File: src/rtl/lpf_window_integrator.sv
// lpf_window_integrator
//   Windowed sample summer used as a boxcar low-pass / matched filter.
//   MODE 0: sliding moving sum over the last WINDOW samples (circular buffer
//           plus running sum, FILL until the first full window, then RUN).
//   MODE 1: integrate-and-dump; one result per WINDOW accepted samples.
//
// Ports
//   clk        : clock, all state updates on rising edge
//   rst_n      : asynchronous active-low reset
//   in_valid   : in_data carries a sample this cycle
//   in_data    : signed sample, DATA_WIDTH bits
//   sym_start  : discard the partial window, restart alignment
//   clear      : synchronous flush of all state (overrides everything)
//   out_valid  : one-cycle pulse, out_data holds a new sum
//   out_data   : signed registered sum, OUT_WIDTH bits, held between pulses
module lpf_window_integrator #(
    parameter  int DATA_WIDTH = 18,
    parameter  int WINDOW     = 8,
    parameter  int MODE       = 0,
    localparam int LOG2W      = $clog2(WINDOW),
    localparam int OUT_WIDTH  = DATA_WIDTH + LOG2W
) (
    input  logic                        clk,
    input  logic                        rst_n,
    input  logic                        in_valid,
    input  logic signed [DATA_WIDTH-1:0] in_data,
    input  logic                        sym_start,
    input  logic                        clear,
    output logic                        out_valid,
    output logic signed [OUT_WIDTH-1:0] out_data
);

    typedef enum logic {FILL, RUN} state_t;

    state_t                       state_q, state_d, state_base;
    logic [LOG2W-1:0]             cnt_q, cnt_d, cnt_base;
    logic signed [OUT_WIDTH-1:0]  sum_q, sum_d, sum_base;
    logic signed [OUT_WIDTH-1:0]  sample_ext, oldest_ext, sum_new;
    logic signed [OUT_WIDTH-1:0]  out_data_d;
    logic                         out_valid_d;
    logic                         last;
    logic signed [DATA_WIDTH-1:0] buf_q [WINDOW];

    // cnt_q is the write pointer in MODE 0 (equals the accepted-sample count
    // while in FILL) and the sample count in MODE 1. Both wrap at WINDOW-1.
    always_comb begin
        state_d     = state_q;
        cnt_d       = cnt_q;
        sum_d       = sum_q;
        out_valid_d = 1'b0;
        out_data_d  = out_data;

        sample_ext = {{LOG2W{in_data[DATA_WIDTH-1]}}, in_data};

        // sym_start restarts the window before this cycle's sample is applied,
        // so a coincident sample becomes sample 0 of the new window.
        if (sym_start) begin
            state_base = FILL;
            cnt_base   = '0;
            sum_base   = '0;
            oldest_ext = '0;
        end else begin
            state_base = state_q;
            cnt_base   = cnt_q;
            sum_base   = sum_q;
            oldest_ext = {{LOG2W{buf_q[cnt_q][DATA_WIDTH-1]}}, buf_q[cnt_q]};
        end

        last    = (cnt_base == LOG2W'(WINDOW - 1));
        sum_new = (MODE == 0) ? (sum_base + sample_ext - oldest_ext)
                              : (sum_base + sample_ext);

        state_d = state_base;
        cnt_d   = cnt_base;
        sum_d   = sum_base;

        if (in_valid) begin
            cnt_d = cnt_base + 1'b1;
            if (MODE == 0) begin
                sum_d = sum_new;
                if (state_base == RUN || last) begin
                    state_d     = RUN;
                    out_valid_d = 1'b1;
                    out_data_d  = sum_new;
                end
            end else begin
                if (last) begin
                    // Dump and restart on the same edge; cnt_d wraps to 0.
                    out_valid_d = 1'b1;
                    out_data_d  = sum_new;
                    sum_d       = '0;
                end else begin
                    sum_d = sum_new;
                end
            end
        end

        if (clear) begin
            state_d     = FILL;
            cnt_d       = '0;
            sum_d       = '0;
            out_valid_d = 1'b0;
            out_data_d  = '0;
        end
    end

    always_ff @(posedge clk or negedge rst_n) begin
        if (!rst_n) begin
            state_q   <= FILL;
            cnt_q     <= '0;
            sum_q     <= '0;
            out_valid <= 1'b0;
            out_data  <= '0;
        end else begin
            state_q   <= state_d;
            cnt_q     <= cnt_d;
            sum_q     <= sum_d;
            out_valid <= out_valid_d;
            out_data  <= out_data_d;
        end
    end

    // Sample history; only meaningful in MODE 0. Zeroing on restart makes the
    // "oldest" term zero throughout FILL.
    always_ff @(posedge clk or negedge rst_n) begin
        if (!rst_n) begin
            buf_q <= '{default: '0};
        end else if (clear) begin
            buf_q <= '{default: '0};
        end else begin
            if (sym_start) begin
                buf_q <= '{default: '0};
            end
            if (in_valid && MODE == 0) begin
                buf_q[cnt_base] <= in_data;
            end
        end
    end

endmodule

File: config.mk
export PLATFORM = sky130hd
export DESIGN_NAME = lpf_window_integrator
export DESIGN_NICKNAME = d
export VERILOG_FILES = /design/src/rtl/lpf_window_integrator.sv
export SDC_FILE = /design/constraint.sdc
export NUM_CORES = 1
export LEC_CHECK = 0
export ABC_AREA = 1
export CAP_MARGIN = 5
export CORE_ASPECT_RATIO = 0.75
export CORE_MARGIN = 3
export CORE_UTILIZATION = 30
export DETAILED_ROUTE_END_ITERATION = 8
export GPL_TIMING_DRIVEN = 0
export PLACE_DENSITY = 0.53
export REMOVE_ABC_BUFFERS = 1
export SLEW_MARGIN = 40
export SYNTH_ARGS = -nofsm -noshare
export SYNTH_HDL_FRONTEND = slang
export SYNTH_SLANG_ARGS = --single-unit
File: constraint.sdc
create_clock -name clk -period 6.4 [get_ports clk]
set_clock_uncertainty 0.2 [all_clocks]
set_input_delay 1.28 -clock clk [delete_from_list [all_inputs] [get_ports clk]]
set_output_delay 1.28 -clock clk [all_outputs]
set_load 0.02 [all_outputs]
# == After elaboration in Yosys (flattened, before gate mapping) ==
# Index checks and enable logic that the tools add are counted.
# classes
reduce_logical,5
n_div,0
muxes,27
multipliers,0
shifts,0
n_bitwise,2
magnitude_cmp,3
addsub,3
n_eq_ne,1
# op_table
operator,n
$mux W144,4
$mux W21,7
$bwmux W144,1
$bmux W18 S3,1
$demux W18 S3,1
$mux W18,3
$add A21 B18 Y21,1
$sub A21 B21 Y21,1
$mux W3,3
$ge A4 B4 Y1 const B,2
$not A3 Y4,2
$mux W1,7
$lt A4 B1 Y1 const B,1
$reduce_bool A2 Y1,2
$add A3 B1 Y3 const B,1
$eq A3 B3 Y1 const B,1
$reduce_and A2 Y1,1
$logic_and A1 B1 Y1,1
$logic_or A1 B1 Y1,1
# word_totals
reg_bits,191
word_cells,54
latchBits,0
mem_count,0
rom_bits,0
ramBits,0

# == Depth between registers and ports, before layout ==
# Gate-level depths: netlist of run 1.
# logic_depth
ltp_word,9
depth_mapped,20

# == Least setup slack after synthesis of run 1 ==
# OpenSTA, ideal clock, no wires.
# synth_timing
path_kind,input-to-reg
from,in sym_start
to,reg sum_q[10]
stages,15
required_time_ns,6.073
path_buffers,2
arrival_ns,3.741
path_slack_ns,2.332
path_cell_list,buf_4 -> nor2_1 -> buf_2 -> nand2_1 -> o221ai_1 -> fa_1 -> inv_1 -> ha_1 -> nand2_1 -> inv_1 -> a21oi_1 -> nand3_1 -> or2_2 -> nand3_1 -> o21ai_0
# synth_via
elab_chain_len,5
elab_cells_between_ends,6
classes_between,add/sub: 2; mux: 4
# synth_lines
element,line,source
"start, declared",27,"input logic sym_start,"
$mux W21,57,if (sym_start) begin
$add A21 B18 Y21,--,
$sub A21 B21 Y21,70,sum_new = (MODE == 0) ? (sum_base + sample_ext - oldest_ext)
$mux W21 (*),77,if (in_valid) begin
$mux W21 (*),98,if (clear) begin
via sum_d[10],37,"logic signed [OUT_WIDTH-1:0] sum_q, sum_d, sum_base;"
"end signal, assigned",117,sum_q <= sum_d;
"end, declared",37,
# The timed path passes the listed nets; every way through them passes the cells marked *.
# A chain may end at the register's enable or synchronous reset.

# == Final worst setup path of run 1 ==
# layout_timing
from,in sym_start
to,reg sum_q[19]
# Same word-level chain as after synthesis.

==> results.ini, run 1 <==
[status]
outcome=finished, final reports clean

[setup_path]
cp.required_ps=6530
critPathLaunchType=primary input
cp_max_fo=95
critPathKind=in -> reg
crit_path_end_kind=register
worstPathArrival_ps=4620

[clocking]
cts_setup_buffers=0
clockBufferDepth=2
cts_resized=0
cts_hold_buf=0
cts_max_level=4
cts_tree=built
clock_sinks=191
cts-root-buf=clkbuf_16
clock_latency_ps=450
numCtsBuffers=17
clk_pin_slew_ps=70

[flow_run]
maxCapViolCount=0

[power]
finalPower_mw=3.25
peakVddDrop_v=0.000170
power.leakage_nw=5.54
power_density_nw_per_um2=260

[sta]
tightest_slew_ps=858
fin_crit_ps=4490
drv_slew=0
rsz0062_at_grt=no
slew_headroom_pct=42.7
setup_viol=0
clock.fmax_ghz=0.223
final.period_utilization_pct=70.1
hold_viol=0

[detailed_routing]
drc=0
vias=8865
drt-total-wl_um=31100
wl_per_cell_um=18.0
wl_met2_um=13700
antenna_left=0
drt_iter0_markers=780
drtPass1Iterations=6
met1_length_um=15900
viasPerCell=5.12
top_layer=met4
wl_met3_um=1150

[layout]
drive_gt1_share_pct=9.09
post-route-util_pct=34.7
syn_to_final_growth_pct=13.6
antenna_cells=0
multi_input_area_um2=5350
fill_cells=3737
area.sequential_um2=4780
fin_nets=1319
final_cell_area_um2=12500

[global_routing]
grt.overflow.total=0
grt_max_degree=96
antenna_found_initial=0
grt_pass1_wl_um=50500
first_global_vias=8705
track_usage_pct=16.5

[synth]
synth_cells=1266
syn_avg_cell_area_um2=8.70
synth-edff-count=0
yosysUniqueCellTypes=38
synth_flop_cell=dfrtp_1
synth_area_um2=11000
synth-seq-cells=191
yosysWarnings=0
async_reset_ff_share_pct=100
ys_seq_area_share_pct=43.4

[place]
place_area_um2=11900
dp_hpwl_um=19500
gp_congestion=0.860
portBuffers=44

[floorplan]
die_h_um=172
die_w_um=227
die-area_um2=39100
fp-row-count=60
coreArea_um2=36000
pin_count=45
initial_utilization_pct=30.6

[min_path]
hold_class=reg -> reg

metrics by stage:
step                worst slack, ps  hold WS, ps  cells  setup TNS [ps]
finish                         1910          282   1730               0
global placement              -4780          268   1688        -1157360
floorplan                      1490          279   1179               0
detailed placement              694          267   1698               0
CTS                            1180          286   1730               0
global route                   1640          309   1730               0
flip-flops by register name, indices dropped and copies added (netlist names):
| name | count |
|---|---|
| state_q | 1 |
| cnt_q | 3 |
| buf_q | 144 |
| out_valid | 1 |
| sum_q | 21 |
| out_data | 21 |
power by group:
part           total, mW  switching (mW)  internal, mW
logic              0.812           0.546         0.266
clock network       1.16           0.481         0.683
registers           1.27          0.0223          1.25
logic make-up after synthesis:
group / share of synthesized area, %
and+or+nand+nor: 13.9
muxes: 1.09
DFF: 43.4
xor gates and xnor gates: 0.716
AOI/OAI and AO/OA: 26.2
buffers and inverters: 8.27
adders and majority gates: 6.36
synthesized netlist by cell type (all sizes together) (20+ instances only):
master  number  area (um^2)
fa          20          400
nand3       46          230
nor2       105          454
ha          24          300
o21ai       84          420
nand2      190          736
o22ai       39          244
a21oi      159          796
inv        102          383
buf         43          275
a211oi     136         1230
clkinv      22         87.6
dfrtp      191         4780
clkbuf      44          165
worst max-delay path, stage by stage:
cell and delay (ps):
clkbuf_2 300, inv_8 470, buf_16 360, nand2_1 170, fa_1 530, inv_1 40
ha_1 360, nand2_1 130, nor2_1 220, nand2_1 120, nor2_1 110, nand2_1 100
nand3_1 110, nand2_1 70, nand3_1 90, nand2_1 60
cell type report:
class,count,share of cell area (%)
tap,465,4.65
clock inverter,11,1.29
timing repair buffer,54,5.40
multi-input combinational,864,42.8
clock buffer,21,3.76
sequential,191,38.3
inverter,124,3.85
final timing paths:
path / from / cells after the start / end / slack (ps)
worst max register to register: cnt_q[1]$_DFF_PN0_ / 16 / out_data[15]$_DFFE_PN0P_ / 1970
worst min register to register: out_data[20]$_DFFE_PN0P_ / 2 / out_data[20]$_DFFE_PN0P_ / 280
worst max-delay path: sym_start / 16 / sum_q[19]$_DFF_PN0_ / 1910
max in group asynchronous: rst_n / 2 / buf_q[35]$_DFF_PN0_ / 4820
worst min-delay path: out_data[20]$_DFFE_PN0P_ / 2 / out_data[20]$_DFFE_PN0P_ / 280
min in group asynchronous: rst_n / 1 / buf_q[77]$_DFF_PN0_ / 530
per-layer routing:
layer / vias up / global-route usage [%]
met5: - / 0
met2: 170 / 25.0
met4: 0 / 3.68
li1: 4367 / -
met1: 4304 / 25.1
met3: 24 / 2.36
cell usage in the layout, fill, tap and decap left out, types with 4 or more instances in the layout:
cell               n
clkinv_1          18
clkinv_2          10
a21oi_1          158
xor2_1             4
inv_2              5
o22ai_1           39
buf_16             6
a211oi_1          94
a22o_1            12
clkdlybuf4s50_1   41
o221ai_1           6
mux2i_1           12
nor2_4             4
inv_1             94
o21ai_0           84
xnor2_1            5
clkbuf_16         17
ha_1              24
bufinv_16          4
nor3_1             4
fa_1              20
a211oi_2          42
nand2_1          187
nand3_1           46
nand3b_1           6
dfrtp_1          189
nor2_1            96
buf_8              5
Power figures use the tool's default switching activity.
==> run 2: changes to the inputs <==
--- a/config.mk
+++ b/config.mk
@@ -12,7 +12,7 @@
 export CORE_UTILIZATION = 30
 export DETAILED_ROUTE_END_ITERATION = 8
 export GPL_TIMING_DRIVEN = 0
-export PLACE_DENSITY = 0.53
+export PLACE_DENSITY = 0.55
 export REMOVE_ABC_BUFFERS = 1
 export SLEW_MARGIN = 40
 export SYNTH_ARGS = -nofsm -noshare
==> constraint.sdc (replaced) <==
create_clock -name clk -period 3.97 [get_ports clk]
set_clock_uncertainty 0.2 [all_clocks]
set_input_delay 0.794 -clock clk [delete_from_list [all_inputs] [get_ports clk]]
set_output_delay 0.794 -clock clk [all_outputs]
set_load 0.02 [all_outputs]
==> run 2 against run 1 <==
Critical path type is now reg -> reg. Setup slack worse by 1700 ps. Via count up 2.5%. Sequential power up 61%. Design area up 1.7%. Combinational power up 65%. Core utilization up 0.58 points.
==> results.ini, run 2 (same netlist as run 1, synthesis figures left out) <==
[sta]
drv_slew=0  ; unchanged
clock.fmax_ghz=0.266
setup_viol=0  ; unchanged
final.period_utilization_pct=94.7
tns_ps=0  ; unchanged
fin_crit_ps=3760
hold_viol=0  ; unchanged
tightest_slew_ps=797  ; -61.4 ps
setup_ws_ps=210  ; -1700 ps
slew_headroom_pct=46.8  ; +4.1 points

[global_routing]
first_global_vias=9007  ; +3.5%
track_usage_pct=16.9  ; +0.39 points
antenna_found_initial=0  ; unchanged
grt_max_degree=75  ; -22%
grt_pass1_wl_um=51600  ; +2.1%
grt.overflow.total=0  ; unchanged

[setup_path]
worstPathArrival_ps=3870  ; -750 ps
cp_max_fo=61  ; -36%
cp.required_ps=4080  ; -2450 ps
critPathKind=reg -> reg
rr_worst_depth=17  ; +1
crit_path_end_kind=register
rr_startpoint=cnt_q[0]$_DFF_PN0_
critPathLaunch=cnt_q[0]$_DFF_PN0_
critPathLaunchType=register

[power]
pwr-share-comb_pct=25.1  ; about the same
peakVddDrop_v=0.000276  ; +62%
pwr-share-clk_pct=36.8  ; +0.9 points
power_density_nw_per_um2=421  ; +62%
netSwitchingPower_mw=1.74  ; +66%
pwr-share-seq_pct=38.1  ; -1.0 points
p_int_mw=3.61  ; +64%
power.leakage_nw=5.64  ; +1.8%
switching_share_pct=32.6  ; +0.25 points

[layout]
drive_gt1_share_pct=10.0  ; +0.95 points
antenna_cells=0  ; unchanged
layout_common_cells=dfrtp_1, nand2_1, a21oi_1
syn_to_final_growth_pct=15.5
largest_register=buf_q
post-route-util_pct=35.3  ; +0.58 points
largest_register_ffs=144  ; unchanged
largestRegisters=buf_q x144, out_data x21, sum_q x21
fin_nets=1329  ; +0.76%
final_cell_area_um2=12700  ; +1.7%
layout_commonest_cell=dfrtp_1
fill_cells=3740  ; +0.080%

[detailed_routing]
drt_iter0_markers=861  ; +10%
drt-total-wl_um=32300  ; +3.9%
vias=9090  ; +2.5%
antenna_left=0  ; unchanged
drc=0  ; unchanged
wl_per_cell_um=18.6  ; +3.3%
drtPass1Iterations=5  ; -1
viasPerCell=5.22  ; +1.9%

[clocking]
cts_tree=built
clockBufferDepth=2  ; unchanged
clock_latency_ps=460  ; about the same
clk_pin_slew_ps=70  ; about the same
cts-root-buf=clkbuf_16
clock_sinks=191  ; unchanged
cts_max_level=4  ; unchanged
numCtsBuffers=17  ; unchanged

[flow_run]
maxCapViolCount=0  ; unchanged

[place]
gp_congestion=0.874  ; +1.6%
portBuffers=44  ; unchanged
preCtsSetupSlack_ps=-1200  ; -1900 ps
place_area_um2=11900  ; -0.13%
dp_hpwl_um=19400  ; -0.31%

[floorplan]
fp-row-count=60  ; unchanged
die_h_um=172  ; unchanged
coreArea_um2=36000  ; unchanged
initial_utilization_pct=30.6  ; unchanged
die_w_um=227  ; unchanged
die-area_um2=39100  ; unchanged
pin_count=45  ; unchanged

[status]
outcome=finished, final reports clean

[min_path]
hold_class=in -> async

[run 2: layout make-up]
cell class                      count  area [um^2]  area share [%]
Multi-Input combinational cell    864         5350            42.1
Tap cell                          465          582            4.58
Sequential cell                   191         4790            37.7
Inverter                          124          504            3.97
Timing Repair Buffer               63          813            6.40
Clock buffer                       20          457            3.59
Clock inverter                     12          206            1.62
Timing Repair inverter              1         8.76          0.0689
[run 2: power groups by stage]
stage	Combinational, mW	Sequential [mW]	Clock (mW)
floorplan	0.878	2.08	0
global placement	1.26	2.10	0
detailed placement	1.29	2.09	0
CTS	1.32	2.04	2.01
global route	1.53	2.05	2.09
finish	1.34	2.04	1.97
[run 2: worst max-delay path: stages, from the launching register on]
cell	delay (ps)
dfrtp_4	520
buf_16	210
inv_12	130
o21ai_0	190
o22ai_1	90
a22o_1	230
ha_1	280
inv_1	40
ha_1	200
fa_1	500
nand3_1	100
nand3_1	180
nand2_1	110
nand2_1	120
nand2_1	110
nand3b_1	100
nand3_1	140
o21ai_0	120
[run 2: path summary, 6_finish.rpt]
kind	endpoint	slack (ps)
worst max-delay path	sum_q[12]$_DFF_PN0_	210
worst min-delay path	buf_q[95]$_DFF_PN0_	50
worst max register to register	sum_q[12]$_DFF_PN0_	210
worst min register to register	out_data[10]$_DFFE_PN0P_	290
max in group asynchronous	buf_q[52]$_DFF_PN0_	2410
min in group clk	out_data[10]$_DFFE_PN0P_	290
[run 2: per-stage QoR]
stage                     std cells  hold slack, ps  total power [mW]
after global placement         1688             268              3.35
after global routing           1740            81.5              5.68
after detailed placement       1697             270              3.38
after CTS                      1733            58.0              5.38
final                          1740            49.4              5.35
after floorplan                1179             279              2.96
[run 2: what timing repair did]
action / in CTS / in global routing
pin swaps: 0 / 1
cloned: 2 / 1
resized for setup: 9 / 11
hold buffers: 0 / 0
buffers inserted: 2 / 6
endpoints found under the setup margin: 36 / 32
[run 2: layer usage]
| metal | vias to the layer above | GRT usage [%] | share of wire [%] |
|---|---|---|---|
| met5 | - | 0 | 0 |
| met4 | 0 | 3.52 | 1.1 |
| met3 | 34 | 2.87 | 4.8 |
| met2 | 205 | 26.2 | 44 |
| met1 | 4455 | 25.0 | 50 |
| li1 | 4396 | - | - |
